<file path="config.mk">
export PLATFORM = sky130hd
export DESIGN_NAME = tbp_cmd_issuer_flat
export DESIGN_NICKNAME = d
export VERILOG_FILES = /design/src/rtl/tbp_cmd_issuer_if.sv /design/src/rtl/tbp_cmd_issuer.sv /design/src/flat_wrapper.sv
export SDC_FILE = /design/constraint.sdc
export NUM_CORES = 1
export LEC_CHECK = 0
export ABC_AREA = 0
export ABC_CLOCK_PERIOD_IN_PS = 2700
export CORE_UTILIZATION = 31
export CTS_CLUSTER_DIAMETER = 120
export DETAILED_ROUTE_END_ITERATION = 12
export SYNTH_ARGS = -nofsm -noshare
export SYNTH_HDL_FRONTEND = slang
export SYNTH_SLANG_ARGS = --single-unit
</file>
<file path="constraint.sdc">
create_clock -name clk -period 2.7 [get_ports clk]
set_clock_uncertainty 0.15 [all_clocks]
set_input_delay 0.27 -clock clk [delete_from_list [all_inputs] [get_ports clk]]
set_output_delay 0.27 -clock clk [all_outputs]
set_load 0.05 [all_outputs]
</file>
<file path="src/rtl/tbp_cmd_issuer_if.sv">
// Command, processor-serial and response signal bundle for tbp_cmd_issuer.
// The master side is the issuer; the slave side is the command source, processor and response sink.
interface tbp_cmd_issuer_if;
    logic        cmd_valid;
    logic        cmd_ready;
    logic [2:0]  cmd_op;
    logic [7:0]  cmd_a;
    logic [7:0]  cmd_b;

    logic [7:0]  proc_data_in;
    logic [2:0]  proc_opcode;
    logic        proc_data_valid;
    logic [15:0] proc_data_out;
    logic        proc_data_ready;
    logic [3:0]  proc_status;

    logic        rsp_valid;
    logic        rsp_ready;
    logic [15:0] rsp_result;
    logic [3:0]  rsp_flags;
    logic [2:0]  rsp_op;
    logic        rsp_timeout;

    modport master (
        input  cmd_valid, cmd_op, cmd_a, cmd_b,
        input  proc_data_out, proc_data_ready, proc_status,
        input  rsp_ready,
        output cmd_ready,
        output proc_data_in, proc_opcode, proc_data_valid,
        output rsp_valid, rsp_result, rsp_flags, rsp_op, rsp_timeout
    );

    modport slave (
        output cmd_valid, cmd_op, cmd_a, cmd_b,
        output proc_data_out, proc_data_ready, proc_status,
        output rsp_ready,
        input  cmd_ready,
        input  proc_data_in, proc_opcode, proc_data_valid,
        input  rsp_valid, rsp_result, rsp_flags, rsp_op, rsp_timeout
    );
endinterface

</file>
<file path="src/rtl/tbp_cmd_issuer.sv">
// Sequences one command at a time onto the processor serial interface (beat A, gap, optional beat B).
// It then waits for a rising data_ready or a timeout and returns the result on the response port.
module tbp_cmd_issuer #(
    parameter int unsigned OPERAND_GAP      = 4,
    parameter int unsigned TIMEOUT_CYCLES   = 256,
    parameter logic [7:0]  TWO_OPERAND_MASK = 8'hBE
) (
    input  logic             clk,
    input  logic             rst,
    tbp_cmd_issuer_if.master bus
);

    localparam int unsigned CNT_MAX = (TIMEOUT_CYCLES > OPERAND_GAP) ? TIMEOUT_CYCLES : OPERAND_GAP;
    localparam int unsigned CNT_W   = $clog2(CNT_MAX) + 1;

    typedef enum logic [2:0] {
        S_IDLE   = 3'd0,
        S_BEAT_A = 3'd1,
        S_GAP    = 3'd2,
        S_BEAT_B = 3'd3,
        S_WAIT   = 3'd4,
        S_RESP   = 3'd5
    } state_t;

    state_t             r_state,       w_state_nxt;
    logic [CNT_W-1:0]   r_cnt,         w_cnt_nxt;
    logic [2:0]         r_op,          w_op_nxt;
    logic [7:0]         r_b,           w_b_nxt;
    logic               r_ready_d;
    logic [7:0]         r_data_in,     w_data_in_nxt;
    logic [2:0]         r_opcode,      w_opcode_nxt;
    logic               r_data_valid,  w_data_valid_nxt;
    logic               r_rsp_valid,   w_rsp_valid_nxt;
    logic [15:0]        r_rsp_result,  w_rsp_result_nxt;
    logic [3:0]         r_rsp_flags,   w_rsp_flags_nxt;
    logic [2:0]         r_rsp_op,      w_rsp_op_nxt;
    logic               r_rsp_timeout, w_rsp_timeout_nxt;
    logic               w_edge;

    // Only a fresh low-to-high transition counts as a new result.
    assign w_edge = bus.proc_data_ready & ~r_ready_d;

    assign bus.cmd_ready       = (r_state == S_IDLE) & ~rst;
    assign bus.proc_data_in    = r_data_in;
    assign bus.proc_opcode     = r_opcode;
    assign bus.proc_data_valid = r_data_valid;
    assign bus.rsp_valid       = r_rsp_valid;
    assign bus.rsp_result      = r_rsp_result;
    assign bus.rsp_flags       = r_rsp_flags;
    assign bus.rsp_op          = r_rsp_op;
    assign bus.rsp_timeout     = r_rsp_timeout;

    always_ff @(posedge clk or posedge rst) begin
        if (rst) begin
            r_state       <= S_IDLE;
            r_cnt         <= '0;
            r_op          <= '0;
            r_b           <= '0;
            r_ready_d     <= 1'b0;
            r_data_in     <= '0;
            r_opcode      <= '0;
            r_data_valid  <= 1'b0;
            r_rsp_valid   <= 1'b0;
            r_rsp_result  <= '0;
            r_rsp_flags   <= '0;
            r_rsp_op      <= '0;
            r_rsp_timeout <= 1'b0;
        end else begin
            r_state       <= w_state_nxt;
            r_cnt         <= w_cnt_nxt;
            r_op          <= w_op_nxt;
            r_b           <= w_b_nxt;
            r_ready_d     <= bus.proc_data_ready;
            r_data_in     <= w_data_in_nxt;
            r_opcode      <= w_opcode_nxt;
            r_data_valid  <= w_data_valid_nxt;
            r_rsp_valid   <= w_rsp_valid_nxt;
            r_rsp_result  <= w_rsp_result_nxt;
            r_rsp_flags   <= w_rsp_flags_nxt;
            r_rsp_op      <= w_rsp_op_nxt;
            r_rsp_timeout <= w_rsp_timeout_nxt;
        end
    end

    // Next-state and next-output values; outputs are loaded when entering the state that shows them.
    always_comb begin
        w_state_nxt       = r_state;
        w_cnt_nxt         = r_cnt;
        w_op_nxt          = r_op;
        w_b_nxt           = r_b;
        w_data_in_nxt     = r_data_in;
        w_opcode_nxt      = r_opcode;
        w_data_valid_nxt  = 1'b0;
        w_rsp_valid_nxt   = r_rsp_valid;
        w_rsp_result_nxt  = r_rsp_result;
        w_rsp_flags_nxt   = r_rsp_flags;
        w_rsp_op_nxt      = r_rsp_op;
        w_rsp_timeout_nxt = r_rsp_timeout;

        case (r_state)
            S_IDLE: begin
                if (bus.cmd_valid) begin
                    w_op_nxt         = bus.cmd_op;
                    w_b_nxt          = bus.cmd_b;
                    w_data_in_nxt    = bus.cmd_a;
                    w_opcode_nxt     = bus.cmd_op;
                    w_data_valid_nxt = 1'b1;
                    w_state_nxt      = S_BEAT_A;
                end
            end
            S_BEAT_A: begin
                w_cnt_nxt   = '0;
                w_state_nxt = TWO_OPERAND_MASK[r_op] ? S_GAP : S_WAIT;
            end
            S_GAP: begin
                if (r_cnt == CNT_W'(OPERAND_GAP - 1)) begin
                    w_data_in_nxt    = r_b;
                    w_data_valid_nxt = 1'b1;
                    w_state_nxt      = S_BEAT_B;
                end else begin
                    w_cnt_nxt = r_cnt + CNT_W'(1);
                end
            end
            S_BEAT_B: begin
                w_cnt_nxt   = '0;
                w_state_nxt = S_WAIT;
            end
            S_WAIT: begin
                // A result arriving in the expiry cycle takes priority over the timeout.
                if (w_edge) begin
                    w_rsp_result_nxt  = bus.proc_data_out;
                    w_rsp_flags_nxt   = bus.proc_status;
                    w_rsp_timeout_nxt = 1'b0;
                    w_rsp_op_nxt      = r_op;
                    w_rsp_valid_nxt   = 1'b1;
                    w_state_nxt       = S_RESP;
                end else if (r_cnt == CNT_W'(TIMEOUT_CYCLES - 1)) begin
                    w_rsp_result_nxt  = '0;
                    w_rsp_flags_nxt   = '0;
                    w_rsp_timeout_nxt = 1'b1;
                    w_rsp_op_nxt      = r_op;
                    w_rsp_valid_nxt   = 1'b1;
                    w_state_nxt       = S_RESP;
                end else begin
                    w_cnt_nxt = r_cnt + CNT_W'(1);
                end
            end
            S_RESP: begin
                if (bus.rsp_ready) begin
                    w_rsp_valid_nxt = 1'b0;
                    w_state_nxt     = S_IDLE;
                end
            end
            default: w_state_nxt = S_IDLE;
        endcase
    end

endmodule

</file>
<file path="src/flat_wrapper.sv">
// flat-port wrapper written by rule: the top's interface ports become plain ports
module tbp_cmd_issuer_flat 
#(
    parameter int unsigned OPERAND_GAP      = 4,
    parameter int unsigned TIMEOUT_CYCLES   = 256,
    parameter logic [7:0]  TWO_OPERAND_MASK = 8'hBE
)
  (clk, rst, bus_cmd_valid, bus_cmd_op, bus_cmd_a, bus_cmd_b, bus_proc_data_out, bus_proc_data_ready, bus_proc_status, bus_rsp_ready, bus_cmd_ready, bus_proc_data_in, bus_proc_opcode, bus_proc_data_valid, bus_rsp_valid, bus_rsp_result, bus_rsp_flags, bus_rsp_op, bus_rsp_timeout);
  tbp_cmd_issuer_if bus_i ();
  input  logic clk;
  input  logic rst;
  input wire logic [$bits(bus_i.cmd_valid)-1:0] bus_cmd_valid;
  input wire logic [$bits(bus_i.cmd_op)-1:0] bus_cmd_op;
  input wire logic [$bits(bus_i.cmd_a)-1:0] bus_cmd_a;
  input wire logic [$bits(bus_i.cmd_b)-1:0] bus_cmd_b;
  input wire logic [$bits(bus_i.proc_data_out)-1:0] bus_proc_data_out;
  input wire logic [$bits(bus_i.proc_data_ready)-1:0] bus_proc_data_ready;
  input wire logic [$bits(bus_i.proc_status)-1:0] bus_proc_status;
  input wire logic [$bits(bus_i.rsp_ready)-1:0] bus_rsp_ready;
  output wire logic [$bits(bus_i.cmd_ready)-1:0] bus_cmd_ready;
  output wire logic [$bits(bus_i.proc_data_in)-1:0] bus_proc_data_in;
  output wire logic [$bits(bus_i.proc_opcode)-1:0] bus_proc_opcode;
  output wire logic [$bits(bus_i.proc_data_valid)-1:0] bus_proc_data_valid;
  output wire logic [$bits(bus_i.rsp_valid)-1:0] bus_rsp_valid;
  output wire logic [$bits(bus_i.rsp_result)-1:0] bus_rsp_result;
  output wire logic [$bits(bus_i.rsp_flags)-1:0] bus_rsp_flags;
  output wire logic [$bits(bus_i.rsp_op)-1:0] bus_rsp_op;
  output wire logic [$bits(bus_i.rsp_timeout)-1:0] bus_rsp_timeout;
  assign bus_i.cmd_valid = bus_cmd_valid;
  assign bus_i.cmd_op = bus_cmd_op;
  assign bus_i.cmd_a = bus_cmd_a;
  assign bus_i.cmd_b = bus_cmd_b;
  assign bus_i.proc_data_out = bus_proc_data_out;
  assign bus_i.proc_data_ready = bus_proc_data_ready;
  assign bus_i.proc_status = bus_proc_status;
  assign bus_i.rsp_ready = bus_rsp_ready;
  assign bus_cmd_ready = bus_i.cmd_ready;
  assign bus_proc_data_in = bus_i.proc_data_in;
  assign bus_proc_opcode = bus_i.proc_opcode;
  assign bus_proc_data_valid = bus_i.proc_data_valid;
  assign bus_rsp_valid = bus_i.rsp_valid;
  assign bus_rsp_result = bus_i.rsp_result;
  assign bus_rsp_flags = bus_i.rsp_flags;
  assign bus_rsp_op = bus_i.rsp_op;
  assign bus_rsp_timeout = bus_i.rsp_timeout;
  tbp_cmd_issuer #(.OPERAND_GAP(OPERAND_GAP), .TIMEOUT_CYCLES(TIMEOUT_CYCLES), .TWO_OPERAND_MASK(TWO_OPERAND_MASK)) u_core (.clk(clk), .rst(rst), .bus(bus_i));
endmodule
</file>
==> reports/metrics.yaml, run 1 <==
status:
  status: "finished, final reports clean"
finish:
  diodes: 0
  final-seq-area_um2: 1450
  n_fill_cell: 715
  multi_input_area_um2: 1030
  syn2layout_area_growth_pct: 44.5
  drive_above_1_share_pct: 16.1
  nNetsFinal: 340
place:
  portBuffers: 81
  hpwl_um: 4070
  routabilityCongestion: 0.761
floorplan:
  num_io_pins: 82
  design.core.area_um2: 7890
  design.die.area_um2: 8650
  die_width_um: 93.0
  start_util_pct: 32.6
  die_h_um: 93.0
  rows: 32
timing:
  tns_ns: 0
  clock.fmax_mhz: 404
  rsz0062_at_grt: "no"
  hold_viol_final: 0
  relSlewSlack_pct: 62.0
  period_minus_slack_ns: 2.48
  drv_slew: 0
  fin_crit_sh_pct: 91.7
  max_slew.worst_pin.slew_ns: 0.570
  setup_violations: 0
synth:
  syn_area_um2: 2570
  synth-seq-cells: 58
  netlist-cell-type-count: 37
  postSynthAreaPerCell_um2: 12.4
  synth-xor-area-share_pct: 0.341
  syn_nets: 253
  synthCells: 207
  synthAdderAreaFrac_pct: 0.974
  synth_compound_area_share_pct: 17.2
  synth_top_family_by_area: "compound AO/OA/AOI/OAI gates"
  synthSimpleGateAreaFrac_pct: 11.9
  yosysSeqAreaShare_pct: 56.5
  synth_edf_count: 0
  ys_warn_count: 0
  async_flop_share_pct: 100
  muxShareOfSynthArea_pct: 9.60
  ys.flop_type: "dfrtp_1"
global_route:
  antenna_found_initial: 0
  overflow: 0
  track_usage_pct: 14.4
  first_global_vias: 1924
  grt_first_pass_wirelength_um: 9610
  grt_max_degree: 34
clocking:
  ctsResizeCount: 0
  cts_buffer_depth: 2
  clock_latency_ns: 0.33
  tritoncts: "built"
  cts_root_buffer: "clkbuf_8"
  cts_buffers: 9
  post_cts_buffers: 0
  clk_pin_slew_ns: 0.07
  htree_levels: 3
  holdBufCountCts: 0
  clock-sinks: 58
worst_setup_path:
  crit_arrival_ns: 2.57
  critPathLaunchType: "flop"
  cp_max_fo: 10
  crit_type: "reg -> reg"
  end_kind: "flop"
  crit_required_ns: 2.79
power:
  total_power_uw: 4750
  swShare_pct: 43.6
  intPower_uw: 2680
  p_sw_uw: 2070
  powerDensity_nw_per_um2: 1280
  clockPowerShare_pct: 18.5
  leakagePower_uw: 0.00155
  peakVddDrop_uv: 725
  p_seq_share_pct: 31.4
  pwr-share-comb_pct: 50.1
routing:
  ant_nets: 0
  wire_per_inst_um: 14.4
  via_per_inst: 4.82
  dr.pass1.iters: 4
  drc: 0
  vias: 1928
  drt-total-wl_um: 5740
  drt_first_iter_violations: 88
hold_path:
  min_path_type: "in -> async"
job:
  maxCapViolCount: 0
## layer usage
layer  part of all wire, %  vias to the layer above  GRT usage, %
met2                    49                       38          21.6
met4                   1.5                        0          5.38
met1                    46                      949          19.9
met5                     0                        -             0
li1                      -                      932             -
met3                   3.6                        9          3.82
## cells by family after synthesis
group,Yosys count
buffers and inverters,16
XOR/XNOR,1
AND/OR/NAND/NOR,54
flip-flops,58
multiplexers,23
adder cells (fa/ha/maj),2
AO/OA/AOI/OAI,53
## metrics by stage
stage	setup slack, ns	cells	utilization, %	hold slack [ns]	area [um^2]
after detailed placement	0.229	385	44.3	0.323	3490
after global routing	0.0515	400	47.0	0.251	3710
after CTS	0.208	400	47.0	0.215	3710
final	0.223	400	47.0	0.210	3710
after floorplan	0.220	207	-	0.151	2570
after global placement	0.293	385	44.3	0.314	3490
## layout by cell type (no fill, tap or decap), types with 2 or more instances in the layout
cell	synthesis	routed
clkdlybuf4s50_1	0	81
dfrtp_1	58	58
nand2_1	24	24
a22o_1	20	20
mux2_2	13	13
o21ai_0	11	11
mux2i_1	10	10
clkbuf_8	0	10
a21oi_1	9	9
buf_4	0	5
o32ai_2	4	4
inv_1	5	4
nand3_1	4	4
nor2_1	4	4
and3_1	3	3
nand2b_1	3	3
nor2b_1	3	3
and2_1	2	2
nand4_1	2	2
o21ai_1	2	2
nor4_1	2	2
ha_1	2	2
clkinv_2	0	2
bufinv_16	0	2
## critical path, cell delays in order, from the launching register on
cell and delay [ns]:
dfrtp_1 0.41, ha_1 0.25, and3_1 0.20, nand3_1 0.13
nor2_1 0.07, ha_1 0.20, nand3b_2 0.33, and2_1 0.35
o32ai_4 0.29
## worst paths after layout
path / from / endpoint / slack (ns) / depth (start not counted)
min reg2reg: u_core.bus.proc_data_in[0] / u_core.bus.proc_data_in[0] / 0.33 / 2
max in group asynchronous: rst / u_core.bus.proc_data_in[7] / 1.62 / 3
max reg2reg: u_core.r_cnt[0] / u_core.r_cnt[4] / 0.22 / 8
max: u_core.r_cnt[0] / u_core.r_cnt[4] / 0.22 / 8
min: rst / u_core.r_b[1] / 0.21 / 2
min in group clk: bus_proc_data_ready / u_core.r_ready_d / 0.26 / 1
## registers in the layout (all words and copies together), names as in the netlist
signal	cells
u_core.bus.proc_data_in	8
u_core.bus.proc_data_valid	1
u_core.bus.rsp_flags	4
u_core.bus.rsp_op	3
u_core.bus.rsp_result	16
u_core.bus.rsp_timeout	1
u_core.bus.rsp_valid	1
u_core.r_b	8
u_core.r_cnt	9
u_core.r_op	3
u_core.r_ready_d	1
u_core.r_state	3
## area by class of cell
cell class | count | area share (%)
sequential | 58 | 39.1
multi-input combinational | 133 | 27.7
timing repair buffer | 87 | 23.4
clock buffer | 10 | 3.71
tap | 102 | 3.44
clock inverter | 5 | 2.12
inverter | 5 | 0.506
## cell usage after synthesis (2+ instances only)
cell | number | area [um^2]
buf_6 | 3 | 33.8
clkbuf_1 | 3 | 11.3
mux2_2 | 13 | 146
o32ai_2 | 4 | 65.1
nand4_1 | 2 | 12.5
mux2i_1 | 10 | 100
ha_1 | 2 | 25.0
nand2b_1 | 3 | 18.8
dfrtp_1 | 58 | 1450
nand3_1 | 4 | 20.0
o21ai_0 | 11 | 55.1
inv_1 | 5 | 18.8
a21oi_1 | 9 | 45.0
and3_1 | 3 | 18.8
nor2b_1 | 3 | 18.8
nor2_1 | 4 | 15.0
o21ai_1 | 2 | 10.0
nand2_1 | 24 | 90.1
buf_2 | 5 | 25.0
a22o_1 | 20 | 175
nor4_1 | 2 | 12.5
and2_1 | 2 | 12.5
## power by group through the flow
| stage | Clock (uW) | Combinational [uW] | Sequential [uW] |
|---|---|---|---|
| after floorplan | 0 | 752 | 2370 |
| after global placement | 0 | 2380 | 1500 |
| after detailed placement | 0 | 2400 | 1510 |
| after CTS | 899 | 2410 | 1500 |
| after global routing | 930 | 2510 | 1550 |
| final | 878 | 2380 | 1490 |
(Power assumes the default switching activity.)
==> inputs of run 2 (changes only) <==
--- a/config.mk
+++ b/config.mk
@@ -6,9 +6,8 @@
 export NUM_CORES = 1
 export LEC_CHECK = 0
 export ABC_AREA = 0
-export ABC_CLOCK_PERIOD_IN_PS = 2700
+export ABC_CLOCK_PERIOD_IN_PS = 2250
 export CORE_UTILIZATION = 31
-export CTS_CLUSTER_DIAMETER = 120
 export DETAILED_ROUTE_END_ITERATION = 12
 export SYNTH_ARGS = -nofsm -noshare
 export SYNTH_HDL_FRONTEND = slang
==> constraint.sdc (replaced) <==
create_clock -name clk -period 2.25 [get_ports clk]
set_clock_uncertainty 0.15 [all_clocks]
set_input_delay 0.225 -clock clk [delete_from_list [all_inputs] [get_ports clk]]
set_output_delay 0.225 -clock clk [all_outputs]
set_load 0.05 [all_outputs]
==> reports/metrics.yaml, run 2 (same netlist as run 1, synthesis figures left out) <==
hold_path:
  min_path_type: "in -> async"
worst_setup_path:
  worst_r2r_path_depth: 9
  cp_max_fo: 7
  cp_slowest_cell: "dfrtp_1"
  critPathLaunchType: "flop"
  regToRegEndpoint: "u_core.r_cnt[6]"
  crit_type: "reg -> reg"
  crit_start: "u_core.r_cnt[0]"
  path_common_cell: "ha_1"
  slowest_delay_ns: 0.38
  path_cells: "ha_1 > and3_1 > nand3_1 > nor2_1 > ha_1 > nand3b_2 > buf_4 > o2111ai_2 > o31ai_2"
  reg2reg_slack_ns: 0.13
  end_kind: "flop"
  crit_required_ns: 2.32
  crit_arrival_ns: 2.19
  r2r-start: "u_core.r_cnt[0]"
clocking:
  htree_levels: 3
  clock_latency_ns: 0.34
  cts_buffers: 9
  tritoncts: "built"
  clk_pin_slew_ns: 0.07
  clock-sinks: 58
  post_cts_buffers: 0
  cts_root_buffer: "clkbuf_8"
  cts_buffer_depth: 2
timing:
  clock.fmax_mhz: 471
  max_slew.worst_pin.slew_ns: 0.763
  whs_ns: 0.155
  setup_violations: 0
  fin_crit_sh_pct: 94.3
  rsz0062_at_grt: "no"
  tns_ns: 0
  period_minus_slack_ns: 2.12
  relSlewSlack_pct: 49.0
  drv_slew: 0
  hold_viol_final: 0
routing:
  drc: 0
  drt-total-wl_um: 5920
  dr.pass1.iters: 4
  wire_per_inst_um: 14.4
  via_per_inst: 4.77
  drt_first_iter_violations: 98
  ant_nets: 0
  vias: 1955
finish:
  nNetsFinal: 349
  final_cell_mix: "clkdlybuf4s50_1 (80), dfrtp_1 (58), nand2_1 (23)"
  diodes: 0
  final_common_cell: "clkdlybuf4s50_1"
  n_fill_cell: 710
  largest_reg_flops: 16
  postLayoutCellArea_um2: 3800
  drive_above_1_share_pct: 20.8
  final_core_util_pct: 48.1
  final-seq-area_um2: 1450
  multi_input_area_um2: 1070
  syn2layout_area_growth_pct: 47.8
floorplan:
  die_width_um: 93.0
  num_io_pins: 82
  rows: 32
  die_h_um: 93.0
  design.die.area_um2: 8650
  start_util_pct: 32.6
  design.core.area_um2: 7890
job:
  maxCapViolCount: 0
global_route:
  overflow: 0
  track_usage_pct: 14.9
  grt_first_pass_wirelength_um: 9720
  first_global_vias: 1967
  antenna_found_initial: 0
  grt_max_degree: 46
place:
  hpwl_um: 4240
  routabilityCongestion: 0.795
  portBuffers: 81
  place_area_um2: 3570
power:
  powerDensity_nw_per_um2: 1500
  leakagePower_uw: 0.00160
  peakVddDrop_uv: 816
status:
  status: "finished, final reports clean"
==> run 2: layout make-up <==
type / instances / share of cell area, %
Inverter: 5 / 0.494
Sequential cell: 58 / 38.2
Tap cell: 102 / 3.36
Multi-Input combinational cell: 133 / 28.1
Clock inverter: 5 / 1.42
Timing Repair Buffer: 96 / 24.7
Clock buffer: 11 / 3.72
==> run 2: per-layer routing <==
metal | vias up | global-route usage [%] | wire [um]
met4 | 0 | 6.92 | 107
met1 | 949 | 19.6 | 2640
met2 | 50 | 22.2 | 2870
met5 | - | 0 | 0
li1 | 947 | - | -
met3 | 9 | 4.88 | 304
==> run 2: how the worst max path moves through the flow <==
stage	end	slack (ns)	cells past startpoint
detailed placement	u_core.bus.rsp_flags[1]	0.03	9
finish	u_core.r_cnt[6]	0.13	9
CTS	u_core.bus.rsp_flags[1]	0.02	9
global route	u_core.bus.rsp_flags[1]	0.004	9
global placement	u_core.r_cnt[4]	0.07	8
floorplan	u_core.r_cnt[4]	0.006	9
==> run 2: report_power, final <==
part	switching [uW]	internal (uW)	total, uW	leakage [uW]
clock network	415	537	953	0.000103
registers	290	1480	1770	0.000727
logic	1820	1150	2970	0.000771
==> run 2: timing repair <==
item                                    CTS  global route
resized for setup                         0             7
endpoints found under the setup margin    0            28
hold buffers                              0             0
==> run 2: critical path: cells and delay by family, from the launching register on <==
kind	cells	cell delay [ns]
and+or+nand+nor	4	0.61
buffers and inverters	1	0.19
AOI/OAI and AO/OA	2	0.29
DFF	1	0.38
adders and majority gates	2	0.40
==> run 2: stage by stage <==
| step | total power [uW] | setup WS (ns) | cells |
|---|---|---|---|
| floorplan | 3760 | 0.00608 | 207 |
| global placement | 4740 | 0.0670 | 394 |
| detailed placement | 4770 | 0.0252 | 394 |
| CTS | 5750 | 0.0196 | 410 |
| global route | 6030 | 0.00422 | 410 |
| finish | 5690 | 0.128 | 410 |
